**config.mk**
```make
export PLATFORM = sky130hd
export DESIGN_NAME = particle_broadcast_ctrl
export DESIGN_NICKNAME = d
export VERILOG_FILES = /design/src/rtl/particle_broadcast_ctrl_pkg.sv /design/src/rtl/particle_broadcast_ctrl_delay.sv /design/src/rtl/particle_broadcast_ctrl.sv
export SDC_FILE = /design/constraint.sdc
export NUM_CORES = 1
export LEC_CHECK = 0
export BUFFER_PORTS_ARGS = -buffer_cell sky130_fd_sc_hd__buf_2
export CAP_MARGIN = 20
export CORE_ASPECT_RATIO = 0.75
export CORE_UTILIZATION = 35
export CTS_CLUSTER_DIAMETER = 120
export DETAILED_ROUTE_END_ITERATION = 8
export GPL_ROUTABILITY_DRIVEN = 1
export PLACE_DENSITY = 0.51
export SLEW_MARGIN = 20
export SYNTH_ARGS = -nofsm -noshare
export SYNTH_HDL_FRONTEND = slang
export SYNTH_SLANG_ARGS = --single-unit
```
**constraint.sdc**
```tcl
create_clock -name clk -period 2.7 [get_ports clk]
set_input_delay 0.54 -clock clk [delete_from_list [all_inputs] [get_ports clk]]
set_output_delay 0.54 -clock clk [all_outputs]
set_load 0.01 [all_outputs]
```
**src/rtl/particle_broadcast_ctrl_pkg.sv**
```systemverilog
// Shared definitions for the particle broadcast sequencer: default widths,
// read latency and the FSM state encoding.
package particle_broadcast_ctrl_pkg;

    localparam int PBC_ID_WIDTH   = 7;
    localparam int PBC_RD_LATENCY = 3;

    typedef logic [2:0] state_t;

    localparam state_t ST_IDLE      = 3'd0;
    localparam state_t ST_WAIT_NUM  = 3'd1;
    localparam state_t ST_BROADCAST = 3'd2;
    localparam state_t ST_DRAIN     = 3'd3;
    localparam state_t ST_DONE      = 3'd4;

endpackage

```
**src/rtl/particle_broadcast_ctrl_delay.sv**
```systemverilog
// Fixed-depth {id, valid} shift register that aligns the issued particle ID
// with the particle-cache read data.
module particle_id_delay #(
    parameter int ID_W    = 7,
    parameter int LATENCY = 3
) (
    input  logic            clk,
    input  logic            rst_n,
    input  logic [ID_W-1:0] i_id,
    input  logic            i_valid,
    output logic [ID_W-1:0] o_id,
    output logic            o_valid
);

    logic [ID_W-1:0]    r_id [LATENCY];
    logic [LATENCY-1:0] r_valid;

    always_ff @(posedge clk or negedge rst_n) begin
        if (!rst_n) begin
            for (int i = 0; i < LATENCY; i++) begin
                r_id[i]    <= '0;
                r_valid[i] <= 1'b0;
            end
        end else begin
            r_id[0]    <= i_id;
            r_valid[0] <= i_valid;
            for (int i = 1; i < LATENCY; i++) begin
                r_id[i]    <= r_id[i-1];
                r_valid[i] <= r_valid[i-1];
            end
        end
    end

    assign o_id    = r_id[LATENCY-1];
    assign o_valid = r_valid[LATENCY-1];

endmodule

```
**src/rtl/particle_broadcast_ctrl.sv**
```systemverilog
// Sweeps every (reference, neighbour) particle pair of the home cell, issuing
// one cache read per cycle and a latency-aligned 1-based ID stream.
module particle_broadcast_ctrl
    import particle_broadcast_ctrl_pkg::*;
#(
    parameter int PARTICLE_ID_WIDTH = PBC_ID_WIDTH,
    parameter int RD_LATENCY        = PBC_RD_LATENCY
) (
    input  logic                         clk,
    input  logic                         rst_n,
    input  logic                         start,
    input  logic [PARTICLE_ID_WIDTH-1:0] particle_num,
    input  logic                         particle_num_valid,
    input  logic                         stall,
    output logic                         rd_en,
    output logic [PARTICLE_ID_WIDTH-1:0] rd_addr,
    output logic [PARTICLE_ID_WIDTH-1:0] ref_id,
    output logic                         ref_advance,
    output logic [PARTICLE_ID_WIDTH-1:0] particle_id,
    output logic                         particle_valid,
    output logic [PARTICLE_ID_WIDTH-1:0] particle_num_out,
    output logic                         busy,
    output logic                         phase_done
);

    localparam int W   = PARTICLE_ID_WIDTH;
    localparam int CW  = W + 1;
    localparam int DCW = $clog2(RD_LATENCY + 1);
    localparam logic [DCW-1:0] DRAIN_LAST  = DCW'(RD_LATENCY);
    localparam logic [DCW-1:0] DRAIN_FINAL = DCW'(RD_LATENCY - 1);

    state_t          r_state;
    logic [W-1:0]    r_num;
    logic [W-1:0]    r_ref;
    logic [CW-1:0]   r_nb;
    logic [CW-1:0]   r_idHold;
    logic [DCW-1:0]  r_drainCnt;
    logic            r_refAdvance;
    logic            r_phaseDone;

    logic            w_issue;
    logic            w_lastNb;
    logic            w_lastRef;
    logic [W-1:0]    w_dlyId;
    logic            w_dlyValid;
    logic [W-1:0]    w_idHoldSat;

    assign w_issue   = (r_state == ST_BROADCAST) && !stall;
    assign w_lastNb  = (r_nb == {1'b0, r_num});
    assign w_lastRef = (r_ref == r_num);

    always_ff @(posedge clk or negedge rst_n) begin
        if (!rst_n) begin
            r_state      <= ST_IDLE;
            r_num        <= '0;
            r_ref        <= '0;
            r_nb         <= '0;
            r_drainCnt   <= '0;
            r_refAdvance <= 1'b0;
            r_phaseDone  <= 1'b0;
        end else begin
            r_refAdvance <= 1'b0;
            r_phaseDone  <= 1'b0;
            case (r_state)
                ST_IDLE: begin
                    if (start) begin
                        r_state <= ST_WAIT_NUM;
                        r_num   <= '0;
                    end
                end
                ST_WAIT_NUM: begin
                    if (particle_num_valid) begin
                        r_num <= particle_num;
                        if (particle_num == '0) begin
                            r_state <= ST_DONE;
                        end else begin
                            r_state <= ST_BROADCAST;
                            r_ref   <= W'(1);
                            r_nb    <= CW'(1);
                        end
                    end
                end
                // Stall freezes the counters, so a wrap or final issue waits for the first free cycle.
                ST_BROADCAST: begin
                    if (!stall) begin
                        if (!w_lastNb) begin
                            r_nb <= r_nb + CW'(1);
                        end else if (!w_lastRef) begin
                            r_nb         <= CW'(1);
                            r_ref        <= r_ref + W'(1);
                            r_refAdvance <= 1'b1;
                        end else begin
                            r_nb       <= {1'b0, r_num} + CW'(1);
                            r_drainCnt <= '0;
                            r_state    <= ST_DRAIN;
                        end
                    end
                end
                ST_DRAIN: begin
                    if (r_drainCnt == DRAIN_LAST) begin
                        r_state <= ST_DONE;
                    end else begin
                        r_drainCnt <= r_drainCnt + DCW'(1);
                    end
                end
                ST_DONE: begin
                    r_phaseDone <= 1'b1;
                    r_state     <= ST_IDLE;
                end
                default: r_state <= ST_IDLE;
            endcase
        end
    end

    particle_id_delay #(
        .ID_W    (W),
        .LATENCY (RD_LATENCY)
    ) u_delay (
        .clk     (clk),
        .rst_n   (rst_n),
        .i_id    (r_nb[W-1:0]),
        .i_valid (w_issue),
        .o_id    (w_dlyId),
        .o_valid (w_dlyValid)
    );

    // Hold the last delivered ID so the done check never sees a spurious 0;
    // it is cleared on a new start and forced to num+1 right after the last valid.
    always_ff @(posedge clk or negedge rst_n) begin
        if (!rst_n) begin
            r_idHold <= '0;
        end else if (r_state == ST_IDLE && start) begin
            r_idHold <= '0;
        end else if (r_state == ST_DRAIN && r_drainCnt == DRAIN_FINAL) begin
            r_idHold <= r_nb;
        end else if (w_dlyValid) begin
            r_idHold <= {1'b0, w_dlyId};
        end
    end

    assign w_idHoldSat = r_idHold[CW-1] ? {W{1'b1}} : r_idHold[W-1:0];

    assign rd_en            = w_issue;
    assign rd_addr          = (r_state == ST_BROADCAST) ? (r_nb[W-1:0] - W'(1)) : '0;
    assign ref_id           = r_ref;
    assign ref_advance      = r_refAdvance;
    assign particle_id      = w_dlyValid ? w_dlyId : w_idHoldSat;
    assign particle_valid   = w_dlyValid;
    assign particle_num_out = r_num;
    assign busy             = (r_state != ST_IDLE);
    assign phase_done       = r_phaseDone;

endmodule

```
==> results_dict.tcl <==
set metrics [dict create \
    status "complete, no violations" \
    fin_cells 445 \
    cts_resized 0 \
    initial_core_util 0.368 \
    antenna_found_initial 0 \
    vdd_drop_max_mv 0.413 \
    syn_nets 309 \
    yosysMostFrequentCell "dfrtp_1" \
    hold_viol 0 \
    yosysTopAreaCell "dfrtp_1" \
    worstSetupStartpointType "register" \
    nets 354 \
    syn_inst 291 \
    synthArstFlopShare 1.00 \
    clkLatencyLatePin_ns 0.34 \
    core_mm2 0.00802 \
    ys_seq_area_frac 0.517 \
    synth_cell_type_count 47 \
    crit_fanout 14 \
    grt_pass1_vias 2146 \
    critPathKind "register to output port" \
    syn_area_per_cell_um2 10.1 \
    final_util 0.432 \
    fin_tns_setup_ns 0 \
    slew_headroom 0.550 \
    area_growth_pct 17.5 \
    die_x_um 108 \
    antennaDiodeCount 0 \
    drt_wl_total_um 6960 \
    viasPerCell 5.03 \
    fp-row-count 28 \
    hp-class "input port to asynchronous set/reset pin" \
    routabilityCongestion 0.795 \
    grt_max_degree 35 \
    yosys-top-cells-area "dfrtp_1 (52%), xnor2_1 (4.2%), nor2_1 (3.9%), o21ai_0 (3.4%), nand2_1 (3.1%)" \
    grt_overflow 0 \
    clkTransAtPathRegs_ns 0.07 \
    dpl_cell_area_mm2 0.00328 \
    ant_nets 0 \
    ys_ff_latch 61 \
    drt_iter0_drc 128 \
    syn_area_mm2 0.00295 \
    synth_common_cells "dfrtp_1 (61), nor2_1 (31), nand2_1 (24)" \
    grt_usage 0.176 \
    h-tree-depth 3 \
    stdcell_area_mm2 0.00347 \
    cts_buffers 9 \
    power_density_mw_per_mm2 1100 \
    worst_ep_required_time_ns 2.16 \
    ys.flop_type "dfrtp_1" \
    end_kind "output port" \
    cts_tree "done" \
    clock_sinks 61 \
    slew_violations 0 \
    port_buffers 44 \
    fin_hold_ws_ns 0.238 \
    post-dp-hpwl_um 4840 \
    cts_root_buf "clkbuf_8" \
    grt_setup_unrepaired "no" \
    firstDrtPassIters 4 \
    fmax_mhz 409 \
    worstPathArrival_ns 1.90 \
    hold_buffers 0 \
    power_leakage_nw 1.63 \
    synth_top_cell_area_share 0.517 \
    worstReg2RegStart "particle_num_out[4]" \
    r2r_setup_slack_ns 0.52 \
    drv_cap 0 \
    timing.final.crit_share 0.905 \
    rr_worst_depth 6 \
    dpl.cell_count 430 \
    skew_ns 0.00547 \
    drc 0 \
    fp.dieH_um 81.5 \
    vias 2237 \
    yosysWarnings 0 \
    wl_per_cell_um 15.6 \
    cts_buffer_depth 2 \
    worstMarginPinSlew_ns 0.673 \
    reg2reg_to "r_drainCnt[0]" \
    io_pins 45 \
    dieArea_mm2 0.00880 \
    setup_viol 0 \
    synth-edff-count 0 \
    finalCriticalPeriod_ns 2.44 \
    drive_above_1_share 0.215 \
    post_cts_buffers 0 \
    grt_first_pass_wirelength_um 11400 \
]
-- worst max path at each step --
stage | from | end | slack (ns) | cells after the start
finish | r_state[1] | rd_addr[3] | 0.26 | 3
global route | r_state[1] | rd_addr[3] | 0.13 | 3
CTS | r_state[1] | rd_addr[3] | 0.22 | 3
detailed placement | particle_num[5] | ref_id[0] | 0.39 | 6
global placement | particle_num[5] | ref_id[0] | 0.47 | 6
floorplan | particle_num_out[4] | r_drainCnt[0] | 0.68 | 8
-- area by class of cell --
type	instances	area, µm²
Clock buffer	12	165
Multi-Input combinational cell	206	1320
Clock inverter	3	20.0
Timing Repair Buffer	50	278
Fill cell	788	4560
Inverter	8	30.0
Tap cell	105	131
Sequential cell	61	1530
-- critical path, stage by stage (launching register included) --
cell	delay [ns]
dfrtp_1	0.56
or3b_2	0.65
nor2_1	0.20
buf_2	0.16
-- registers in the layout (all words and copies together), names as in the netlist --
signal,count
u_delay.r_valid,3
particle_num_out,7
u_delay.r_id,14
u_delay.o_id,7
ref_advance,1
r_idHold,8
phase_done,1
ref_id,7
r_drainCnt,2
r_nb,8
r_state,3
-- layer usage --
| metal | track usage | wire length (µm) | vias up |
|---|---|---|---|
| met5 | 0 | 0 | - |
| met3 | 0.0579 | 304 | 8 |
| met2 | 0.246 | 2930 | 59 |
| met4 | 0.0575 | 87 | 0 |
| li1 | - | - | 1114 |
| met1 | 0.252 | 3640 | 1056 |
-- power breakdown --
part	internal [mW]	switching, mW
clock network	0.401	0.349
logic	0.656	0.854
registers	1.19	0.355
total	2.25	1.56
-- metrics by stage --
| step | worst slack (ns) | power [mW] |
|---|---|---|
| finish | 0.255 | 3.80 |
| global route | 0.132 | 4.11 |
| CTS | 0.223 | 3.83 |
| detailed placement | 0.388 | 3.06 |
| global placement | 0.472 | 3.06 |
| floorplan | 0.679 | 2.58 |
-- cell usage in the layout (no fill, tap or decap), types with 5 or more instances in the layout --
cell	count
clkbuf_8	12
a21oi_1	6
nand4_1	5
a22o_1	8
nand2_1	24
ha_1	6
nor2_1	31
a311oi_1	8
nand2b_1	8
xnor2_1	14
o21ai_0	20
inv_1	8
nand3_1	9
buf_2	44
dfrtp_1	61
buf_4	5
o21ai_1	5
xor2_1	10
-- logic make-up after synthesis --
| kind of cell | count (synthesis) | synth area share |
|---|---|---|
| xor gates and xnor gates | 24 | 0.0712 |
| DFF | 61 | 0.517 |
| muxes | 4 | 0.0140 |
| and+or+nand+nor | 110 | 0.197 |
| buffers and inverters | 24 | 0.0365 |
| AOI/OAI and AO/OA | 62 | 0.138 |
| adders and majority gates | 6 | 0.0254 |
No activity file was read; power rests on OpenSTA's default activity.
